`src/rtl/shift_pkg.sv`:
```
// Shared types and line-level constants for the serial word assembler.
package shift_pkg;

   typedef enum logic [1:0] {
      ST_IDLE   = 2'd0,
      ST_DATA   = 2'd1,
      ST_PARITY = 2'd2,
      ST_STOP   = 2'd3
   } state_t;

   localparam logic START_BIT = 1'b1;
   localparam logic STOP_BIT  = 1'b0;
   localparam logic IDLE_LVL  = 1'b0;

   // Even parity over data plus parity bit; nonzero means the frame is corrupt.
   function automatic logic par_fail(input logic [15:0] bits, input logic par_bit);
      return (^bits) ^ par_bit;
   endfunction

endpackage

```
`src/rtl/word_out_buf.sv`:
```
// Single-entry output holding register with valid/ready handshake and error flags.
// Latency: a good frame appears on data/valid the same edge it is written.
// Backpressure: a word arriving while full and not being read is dropped and sets overrun.
module word_out_buf #(
   parameter int WIDTH = 8
) (
   input  logic             clk,
   input  logic             rst_n,
   input  logic             wr_vld,
   input  logic [WIDTH-1:0] wr_dat,
   input  logic             wr_par_err,
   input  logic             bad_frame,
   input  logic             rdy,
   input  logic             ovr_clr,
   output logic [WIDTH-1:0] data,
   output logic             valid,
   output logic             par_err,
   output logic             frm_err,
   output logic             overrun
);

   logic hs;
   logic load;
   logic drop;

   assign hs   = valid & rdy;
   assign load = wr_vld & (~valid | hs);
   assign drop = wr_vld & valid & ~hs;

   always_ff @(posedge clk or negedge rst_n) begin
      if (!rst_n) begin
         data    <= '0;
         valid   <= 1'b0;
         par_err <= 1'b0;
         frm_err <= 1'b0;
         overrun <= 1'b0;
      end else begin
         frm_err <= bad_frame;
         if (load) begin
            data    <= wr_dat;
            par_err <= wr_par_err;
            valid   <= 1'b1;
         end else if (hs) begin
            valid   <= 1'b0;
         end
         // A fresh overrun wins over a coincident clear.
         if (drop) begin
            overrun <= 1'b1;
         end else if (ovr_clr) begin
            overrun <= 1'b0;
         end
      end
   end

endmodule

```
`src/rtl/serial_word_assembler.sv`:
```
// Deserialises start/data/parity/stop frames from a bit stream into parallel words.
// Latency: word is presented on the edge that samples the stop bit.
// Backpressure: one-word buffer; words arriving while it is full and unread are dropped (OVERRUN).
module serial_word_assembler
   import shift_pkg::*;
#(
   parameter int WIDTH  = 8,
   parameter int PAR_EN = 1
) (
   input  logic             CLK,
   input  logic             RESET_N,
   input  logic             ENB,
   input  logic             S_IN,
   input  logic             DIR,
   input  logic             READY,
   input  logic             OVR_CLR,
   output logic [WIDTH-1:0] DATA,
   output logic             VALID,
   output logic             PAR_ERR,
   output logic             FRM_ERR,
   output logic             OVERRUN
);

   localparam int CNT_W = $clog2(WIDTH);

   state_t           state, state_nxt;
   logic [CNT_W-1:0] cnt, cnt_nxt;
   logic [WIDTH-1:0] sh, sh_nxt;
   logic             dir_q, dir_nxt;
   logic             perr_q, perr_nxt;
   logic             good_vld;
   logic             bad_evt;

   always_ff @(posedge CLK or negedge RESET_N) begin
      if (!RESET_N) begin
         state  <= ST_IDLE;
         cnt    <= '0;
         sh     <= '0;
         dir_q  <= 1'b0;
         perr_q <= 1'b0;
      end else begin
         state  <= state_nxt;
         cnt    <= cnt_nxt;
         sh     <= sh_nxt;
         dir_q  <= dir_nxt;
         perr_q <= perr_nxt;
      end
   end

   always_comb begin
      state_nxt = state;
      cnt_nxt   = cnt;
      sh_nxt    = sh;
      dir_nxt   = dir_q;
      perr_nxt  = perr_q;
      good_vld  = 1'b0;
      bad_evt   = 1'b0;
      if (ENB) begin
         case (state)
            ST_IDLE: begin
               if (S_IN == START_BIT) begin
                  dir_nxt   = DIR;
                  cnt_nxt   = '0;
                  perr_nxt  = 1'b0;
                  state_nxt = ST_DATA;
               end
            end
            ST_DATA: begin
               // LSB-first fills from the top so the first bit ends up in bit 0.
               sh_nxt = dir_q ? {sh[WIDTH-2:0], S_IN} : {S_IN, sh[WIDTH-1:1]};
               if (cnt == CNT_W'(WIDTH - 1)) begin
                  state_nxt = (PAR_EN != 0) ? ST_PARITY : ST_STOP;
               end else begin
                  cnt_nxt = cnt + 1'b1;
               end
            end
            ST_PARITY: begin
               perr_nxt  = par_fail(16'(sh), S_IN);
               state_nxt = ST_STOP;
            end
            ST_STOP: begin
               state_nxt = ST_IDLE;
               if (S_IN == STOP_BIT) begin
                  good_vld = 1'b1;
               end else begin
                  bad_evt  = 1'b1;
               end
            end
            default: state_nxt = ST_IDLE;
         endcase
      end
   end

   word_out_buf #(
      .WIDTH(WIDTH)
   ) u_out_buf (
      .clk        (CLK),
      .rst_n      (RESET_N),
      .wr_vld     (good_vld),
      .wr_dat     (sh),
      .wr_par_err (perr_q),
      .bad_frame  (bad_evt),
      .rdy        (READY),
      .ovr_clr    (OVR_CLR),
      .data       (DATA),
      .valid      (VALID),
      .par_err    (PAR_ERR),
      .frm_err    (FRM_ERR),
      .overrun    (OVERRUN)
   );

endmodule

```
`config.mk`:
```
export PLATFORM = sky130hd
export DESIGN_NAME = serial_word_assembler
export DESIGN_NICKNAME = d
export VERILOG_FILES = /design/src/rtl/shift_pkg.sv /design/src/rtl/word_out_buf.sv /design/src/rtl/serial_word_assembler.sv
export SDC_FILE = /design/constraint.sdc
export NUM_CORES = 1
export LEC_CHECK = 0
export CAP_MARGIN = 20
export CORE_MARGIN = 2
export CORE_UTILIZATION = 50
export DETAILED_ROUTE_END_ITERATION = 6
export GPL_ROUTABILITY_DRIVEN = 0
export HOLD_SLACK_MARGIN = 0.03
export MAX_ROUTING_LAYER = met4
export PLACE_DENSITY = 0.82
export SLEW_MARGIN = 15
export SYNTH_ARGS = -nofsm -noshare
export SYNTH_HDL_FRONTEND = slang
export SYNTH_HIERARCHICAL = 1
export SYNTH_SLANG_ARGS = --single-unit
```
`constraint.sdc`:
```
create_clock -name CLK -period 2.9 [get_ports CLK]
set_input_delay 0.58 -clock CLK [delete_from_list [all_inputs] [get_ports CLK]]
set_output_delay 0.58 -clock CLK [all_outputs]
set_load 0.03 [all_outputs]
```
Word level (Yosys, flattened, before mapping). Cells that the tools add are included.

Flip-flop bits (word level): 27. Bits of input ports: 7.

Add/subtract/negate cells: 1. Eq/ne operators: 7. Muxes and demuxes: 19. Bitwise logic cells: 8. Reductions and logical operators: 11.

Operator list (count): $reduce_xor 16->1 (1); $mux 1 (11); $reduce_and 3->1 (3); $mux 8 (1); $pmux 2 s4 (1); $reduce_bool 2->1 (4); $mux 3 (2); $ne 2x2->1 const B (3); $pmux 3 s2 (1); $and 1x1->1 (4); $eq 2x2->1 const B (2); $mux 2 (2); $reduce_and 4->1 (1); $add 3x1->3 const B (1); $eq 3x3->1 const B (1); $eq 2x1->1 const B (1); $logic_not 2->1 (1); $not 1->1 (2); $pmux 1 s2 (1); $reduce_and 2->1 (1); $or 1x1->1 (1); $xor 1x1->1 (1).

Logic depth before layout (Yosys ltp). Gate-level depths: netlist of the first run.

Word-level depth: 6. Depth in mapped cells: 7. Mapped depth without buffers: 6.

By module. The synthesis of the first run kept the hierarchy.

Modules (own cells, without submodules): serial_word_assembler (times used 1, cells each 85, area an instance 887.1 sq um, sequential area each 375.4 sq um); word_out_buf (times used 1, cells each 27, area an instance 444.2 sq um, sequential area each 300.3 sq um).

Worst setup path before layout of the first run. No wires, ideal clock.

Path kind: input to register. From: in S_IN. To: reg perr_q. Setup time: 121 ps. Data arrival time: 1576 ps. Required time: 2779 ps. Setup slack: 1203 ps. Stages: 5. Buffers on the path: 1. Cells stage by stage: buf_4 -> xnor2_2 -> xnor3_1 -> xnor2_1 -> a32o_2.

Cells in the longest elaborated chain, start to end: 2.

RTL lines: start: declaration (line serial_word_assembler.sv:13) `input logic S_IN,`; $xor 1x1->1 / $ne 2x2->1 (equally long branches); $pmux 1 s2 / $reduce_and 3->1 (equally long branches); end signal: assignment (line serial_word_assembler.sv:46) `perr_q <= perr_nxt;`; end: declaration (line serial_word_assembler.sv:30) `logic perr_q, perr_nxt;`.

Parallel ways exist; a longest one is shown, timed or not. A chain may end at the register's enable or synchronous reset.

Worst setup path in the final report of the first run.
From: reg u_out_buf.valid. To: out VALID.

RTL lines: start: declaration (line word_out_buf.sv:16) `output logic valid,`; start signal: assignment (line word_out_buf.sv:33) `valid <= 1'b0;`; start signal: assignment (line word_out_buf.sv:42) `valid <= 1'b1;`; start signal: assignment (line word_out_buf.sv:44) `valid <= 1'b0;`; end: declaration (line serial_word_assembler.sv:18) `output logic VALID,`.

No word-level cell between the ends.

==> run summary, run 1 <==
RSZ-0062 raised after global routing = no
Minimum period implied by the final worst setup slack = 2.010 ns
Die outline area = 3091 um^2
Number of instances in the synthesized netlist = 112
Skew-Pair Late Insertion Delay = 0.33 ns
Library cells used by synthesis = 29
TritonCTS Sinks = 27
Via count of the first global-routing pass = 940
Commonest non-fill, non-tap cells in the layout = sky130_fd_sc_hd__dfrtp_1, sky130_fd_sc_hd__clkdlybuf4s50_1, sky130_fd_sc_hd__mux2_2, sky130_fd_sc_hd__nor2_1, sky130_fd_sc_hd__mux2i_1
Average cell area after synthesis = 11.89 um^2
Wire length of the first global-routing pass = 4064 um
Synthesized net count = 125
Effective utilization at floorplan = 53.25%
Area growth syn-to-layout = 17.48%
Cell at the slowest stage of the critical path = sky130_fd_sc_hd__clkdlybuf4s50_1
Port bufs = 18
Detailed Routing Iterations Pass 1 = 4
Clock buffer count from CTS = 3
Setup TNS = 0 ns
Required time reported for the critical path endpoint = 2.32 ns
Total number of H-tree levels = 1
Max_cap viols = 0
Post-CTS sizing = 0
FF+latch count, synth = 27
Total Power = 1677 uW
Fill cells = 207
Result of the run = finished, final reports clean
GRT Resource Usage Total = 17.04%
Number of DRC markers in iteration 0 = 7
Floorplan row count = 18
Beginning of the critical path = u_out_buf/valid$_DFFE_PN0P_
Number of hold-repair buffers added at the cts stage = 0
Sequential area share after synthesis = 50.75%
Initial antenna violation count = 0
Non-filler cells, final = 161
Storage cell area = 675.6 um^2
Total power per unit cell area = 1072 nW/um^2
Proportion of layout cells with a drive suffix above 1 = 16.03%
WL per Instance = 14.37 um
Floorplan Core Area = 2500 um^2
Dominant cells by area after synthesis = sky130_fd_sc_hd__dfrtp_1, sky130_fd_sc_hd__mux2_2, sky130_fd_sc_hd__mux2i_1
Tcrit/Tclk final = 69.33%
Total length of routed met3 wires = 66 um
Area of combinational cells with multiple inputs = 613.1 um^2
Maximum count of clock buffers along a single path = 2
M1 WL = 1054 um
Reg2reg start = state[0]$_DFFE_PN0P_
Floorplan die height = 55.60 um
IO Pins = 19
Kind of start point of the critical path = flip-flop
Chain of cells forming the critical path = clkdlybuf4s50_1
VDD IR max = 601.6 uV
Number of vias after detailed routing = 867
DIE WIDTH = 55.60 um
GR Overflow Total = 0
Number of nets still failing antenna checks after routing = 0
Most frequent standard cell in the layout excluding fill and tap cells = sky130_fd_sc_hd__dfrtp_1
Wire length on met2 = 1155 um
Clk slew on worst S/H paths = 0.14 ns
Final worst-path setup slack = 0.8896 ns
Worst hold path startpoint = u_out_buf/data[3]$_DFFE_PN0P_
CP peak stage delay = 0.68 ns
Final Net Count = 145
TritonCTS clock tree = yes
Final-report hold violation count = 0
Relative slew slack = 64.87%
Critical path buffer and inverter count = 1
Final-report setup violation count = 0
CP Capture Type = primary output
Class of the worst hold path = flip-flop to flip-flop
Number of warning messages in the yosys log = 6
Top Metal Used = met4
Biggest fanout along the worst timing path = 2
CTS root buf = sky130_fd_sc_hd__clkbuf_4
Critical path data arrival time = 1.43 ns
Pre-CTS setup slack = 0.6625 ns
Most area-hungry cell type in the Yosys netlist = sky130_fd_sc_hd__dfrtp_1
Final core occ = 62.56%
Transition time at the pin with the least slew margin = 0.5270 ns
Area fraction of the dominant cell type after synthesis = 50.75%
LEAKAGE = 0.0006942 uW
Critical path start-end classification = flip-flop to primary output
Ant diodes = 0
Routed Wire Length = 2314 um
Mapped Area = 1331 um^2
Largest net degree at the start of global routing = 28
Achievable Freq = 497.4 MHz
Number of cells in the design after placement = 157
Setup fix buffers added after clock tree synthesis = 0
Delay-heaviest family, CP = buffers and inverters
Count of unresolved DRC violations after routing = 0
Skew final = 0.003559 ns
Sum of net half-perimeters after detailed placement = 1742 um
Post-DR vias/cell = 5.385
Final Slew Violations = 0
[final cells by class]
type	count	share of cell area [%]
multi-input combinational	75	39.20
inverter	6	1.440
tap	30	2.400
clock inverter	1	0.3200
sequential	27	43.20
clock buffer	3	1.440
timing repair buffer	19	12.00
[layer usage]
layer | global-route usage (%) | vias up
met5 | - | -
met4 | 7.317 | 0
met3 | 2.093 | 4
met2 | 28.91 | 16
met1 | 20.46 | 424
li1 | - | 423
[worst reg2reg max path: stages (launching register included)]
cell and delay, ns:
sky130_fd_sc_hd__dfrtp_1 0.43, sky130_fd_sc_hd__inv_1 0.11, sky130_fd_sc_hd__ha_1 0.25, sky130_fd_sc_hd__inv_1 0.08, sky130_fd_sc_hd__o21a_1 0.23, sky130_fd_sc_hd__o21ai_0 0.17, sky130_fd_sc_hd__mux2_2 0.38
[cells by family (layout without fill, tap and decap cells)]
group,Yosys count,count (layout),synth area share (%)
simple gates,21,21,8.271
buf+inv,10,29,3.195
fa+ha+maj,6,6,5.639
mux,20,20,16.07
compound gates,21,21,9.869
flops,27,27,50.75
xor+xnor,7,7,6.203
[flip-flops by register name, summed over array words and instances (netlist names)]
signal             count
state                  2
perr_q                 1
sh                     8
u_out_buf/frm_err      1
u_out_buf/valid        1
u_out_buf/overrun      1
dir_q                  1
cnt                    3
u_out_buf/par_err      1
u_out_buf/data         8
[report_power, final]
part	leakage (uW)	internal, uW	switching, uW
logic	0.000368	437	389
registers	0.000309	527	161
clock network	0.0000177	51.8	111
[synthesized netlist by cell type]
| cell | n |
|---|---|
| sky130_fd_sc_hd__a21oi_1 | 8 |
| sky130_fd_sc_hd__nand2_4 | 1 |
| sky130_fd_sc_hd__nand3_1 | 1 |
| sky130_fd_sc_hd__dfrtp_1 | 27 |
| sky130_fd_sc_hd__nor2b_1 | 2 |
| sky130_fd_sc_hd__xor2_1 | 1 |
| sky130_fd_sc_hd__nand2b_4 | 1 |
| sky130_fd_sc_hd__ha_1 | 6 |
| sky130_fd_sc_hd__a32o_2 | 1 |
| sky130_fd_sc_hd__xnor2_2 | 1 |
| sky130_fd_sc_hd__o21ai_0 | 5 |
| sky130_fd_sc_hd__mux2_2 | 11 |
| sky130_fd_sc_hd__o2bb2ai_1 | 2 |
| sky130_fd_sc_hd__buf_4 | 1 |
| sky130_fd_sc_hd__and3_1 | 1 |
| sky130_fd_sc_hd__buf_2 | 1 |
| sky130_fd_sc_hd__a22o_1 | 1 |
| sky130_fd_sc_hd__o21a_1 | 1 |
| sky130_fd_sc_hd__o22ai_1 | 1 |
| sky130_fd_sc_hd__mux2i_1 | 9 |
| sky130_fd_sc_hd__nand2_1 | 3 |
| sky130_fd_sc_hd__clkbuf_1 | 2 |
| sky130_fd_sc_hd__and2_1 | 1 |
| sky130_fd_sc_hd__xnor2_1 | 4 |
| sky130_fd_sc_hd__xnor3_1 | 1 |
| sky130_fd_sc_hd__nor2_1 | 10 |
| sky130_fd_sc_hd__inv_1 | 6 |
| sky130_fd_sc_hd__a22oi_1 | 2 |
| sky130_fd_sc_hd__or2_2 | 1 |
[stage by stage]
stage,hold WS (ns),cell area (um^2)
6_report,0.5256,1564
5_1_grt,0.5570,1564
2_1_floorplan,0.2844,1331
3_5_place_dp,0.4964,1536
3_3_place_gp,0.4879,1536
4_1_cts,0.5294,1564
[final timing paths]
| kind | slack (ns) | cells after the start | endpoint |
|---|---|---|---|
| max reg2reg | 1.15 | 6 | state[1]$_DFFE_PN0P_ |
| min reg2reg | 0.53 | 1 | u_out_buf/data[3]$_DFFE_PN0P_ |
| min | 0.53 | 1 | u_out_buf/data[3]$_DFFE_PN0P_ |
| max | 0.89 | 1 | VALID |
| min in group asynchronous | 0.59 | 2 | u_out_buf/par_err$_DFFE_PN0P_ |
| max in group asynchronous | 2.05 | 2 | sh[7]$_DFFE_PN0P_ |
Note: power is estimated with default switching activity, not from simulation.
==> inputs of run 2 (changes only) <==
--- a/config.mk
+++ b/config.mk
@@ -7,7 +7,7 @@
 export LEC_CHECK = 0
 export CAP_MARGIN = 20
 export CORE_MARGIN = 2
-export CORE_UTILIZATION = 50
+export CORE_UTILIZATION = 48
 export DETAILED_ROUTE_END_ITERATION = 6
 export GPL_ROUTABILITY_DRIVEN = 0
 export HOLD_SLACK_MARGIN = 0.03
==> constraint.sdc (replaced) <==
create_clock -name CLK -period 1.69 [get_ports CLK]
set_input_delay 0.338 -clock CLK [delete_from_list [all_inputs] [get_ports CLK]]
set_output_delay 0.338 -clock CLK [all_outputs]
set_load 0.03 [all_outputs]
==> run 2 against run 1 <==
Power increased by 72%. Die area increased by 3.9%. Wire length increased by 1.5%. Sequential share of layout area fell by 1.7 points. Critical path depth is 3 higher. Hold slack worse by 0.17 ns. Cell area rose by 4.0%. Final cell count increased by 5.6%. Register-to-register slack worse by 1.0 ns. Highest routed layer unchanged.
==> run summary, run 2 (same netlist as run 1, synthesis figures left out) <==
Result of the run = finished, final reports clean
Critical path start-end classification = flip-flop to flip-flop
Clock buffer count from CTS = 3
Met3 Usage GRT = 2.304%
Proportion of layout cells with a drive suffix above 1 = 20.86%
Skew-Pair Late Insertion Delay = 0.33 ns
Total Power = 2875 uW
Fill cells = 228
Number of hold-repair buffers added at the cts stage = 0
Effective utilization at floorplan = 49.56%
Tcrit/Tclk final = 91.81%
Skew final = 0.01263 ns
CTS root buf = sky130_fd_sc_hd__clkbuf_4
Layer with the highest usage = met2
Relative slew slack = 70.64%
Via count of the first global-routing pass = 955
Final worst-path setup slack = 0.1385 ns
Routed Wire Length = 2348 um
RR Endpoint = state[1]$_DFFE_PN0P_
Flop-to-flop setup slack = 0.14 ns
Floorplan die height = 56.67 um
Required time reported for the critical path endpoint = 1.93 ns
Initial antenna violation count = 0
Critical path data arrival time = 1.79 ns
Clk slew on worst S/H paths = 0.15 ns
Largest net degree at the start of global routing = 28
Area growth syn-to-layout = 22.18%
Total power per unit cell area = 1768 nW/um^2
Global routing usage on met1 = 19.34%
RSZ-0062 raised after global routing = no
Largest regs = sh (8), u_out_buf/data (8), cnt (3)
Maximum count of clock buffers along a single path = 2
WL per Instance = 13.81 um
Minimum period implied by the final worst setup slack = 1.552 ns
FF-to-FF path depth = 4
Ant diodes = 0
Non-filler cells, final = 170
Pre-CTS setup slack = -0.1594 ns
Sum of net half-perimeters after detailed placement = 1727 um
VDD IR max = 941.2 uV
Kind of start point of the critical path = flip-flop
Die outline area = 3211 um^2
LEAKAGE = 0.0007684 uW
Floorplan row count = 19
Reg2reg start = cnt[0]$_DFFE_PN0P_
Floorplan Core Area = 2686 um^2
GR Overflow Total = 0
Achievable Freq = 644.5 MHz
GR Util met2 = 29.40%
Class of the worst hold path = input port to async pin
Biggest fanout along the worst timing path = 7
Final Net Count = 153
Number of cells in the design after placement = 166
Number of nets still failing antenna checks after routing = 0
Wire length of the first global-routing pass = 4140 um
TritonCTS clock tree = yes
Setup TNS = 0 ns
Final Slew Violations = 0
GRT Resource Usage Total = 17.18%
Max_cap viols = 0
Most frequent standard cell in the layout excluding fill and tap cells = sky130_fd_sc_hd__dfrtp_1
Total number of H-tree levels = 1
Detailed Routing Iterations Pass 1 = 4
Count of unresolved DRC violations after routing = 0
Port bufs = 18
Transition time at the pin with the least slew margin = 0.4404 ns
Final-report hold violation count = 0
Commonest non-fill, non-tap cells in the layout = sky130_fd_sc_hd__dfrtp_1, sky130_fd_sc_hd__mux2_2, sky130_fd_sc_hd__dlygate4sd2_1, sky130_fd_sc_hd__nor2_1, sky130_fd_sc_hd__mux2i_1
Final-report setup violation count = 0
TritonCTS Sinks = 27
Number of DRC markers in iteration 0 = 19
Number of vias after detailed routing = 918
IO Pins = 19
DIE WIDTH = 56.67 um
Post-DR vias/cell = 5.400
CP Capture Type = flip-flop
==> run 2: how the worst max path moves through the flow <==
stage                                 from              endpoint  slack (ns)
6_report                cnt[0]$_DFFE_PN0P_  state[1]$_DFFE_PN0P_        0.14
5_1_grt                 cnt[0]$_DFFE_PN0P_    cnt[0]$_DFFE_PN0P_        0.07
4_1_cts        u_out_buf/frm_err$_DFF_PN0_               FRM_ERR       0.006
3_5_place_dp                          S_IN    perr_q$_DFFE_PN0P_       -0.16
3_3_place_gp                          S_IN    perr_q$_DFFE_PN0P_       -0.14
2_1_floorplan           cnt[0]$_DFFE_PN0P_  state[1]$_DFFE_PN0P_        0.13
==> run 2: per-layer routing <==
metal / routed length (um) / vias up
li1: - / 439
met1: 1054 / 461
met2: 1191 / 14
met3: 61 / 4
met4: 40 / 0
met5: 0 / -
==> run 2: worst max-delay path, stage by stage, from the launching register on <==
cell                      delay (ns)
sky130_fd_sc_hd__dfrtp_1        0.44
sky130_fd_sc_hd__ha_1           0.21
sky130_fd_sc_hd__ha_1           0.26
sky130_fd_sc_hd__o21ai_1        0.20
sky130_fd_sc_hd__mux2_2         0.35
==> run 2: metrics by stage <==
stage | hold slack (ns) | util [%] | instance area, um^2
2_1_floorplan | 0.04241 | - | 1331
3_3_place_gp | 0.4872 | 59.94 | 1610
3_5_place_dp | 0.4933 | 59.94 | 1610
4_1_cts | 0.3635 | 60.46 | 1624
5_1_grt | 0.3784 | 60.55 | 1627
6_report | 0.3569 | 60.55 | 1627
==> run 2: final cells by class <==
class	count	area [um^2]	area share [%]
clock buffers	3	22.52	1.385
clock inverters	1	5.005	0.3077
inverters	6	22.52	1.385
multi-input cells	75	613.1	37.69
flip-flops and latches	27	675.6	41.54
well taps	31	38.79	2.385
repair buffers	27	249.0	15.31
==> run 2: power breakdown <==
part | internal (uW) | switching (uW)
clock network | 89.0 | 196
logic | 741 | 685
registers | 903 | 261
total | 1730 | 1140
==> run 2: what timing repair did <==
item | in CTS | in global routing
gates resized for setup | 11 | 3
setup endpoints to repair | 11 | 3
buffers inserted | 0 | 0
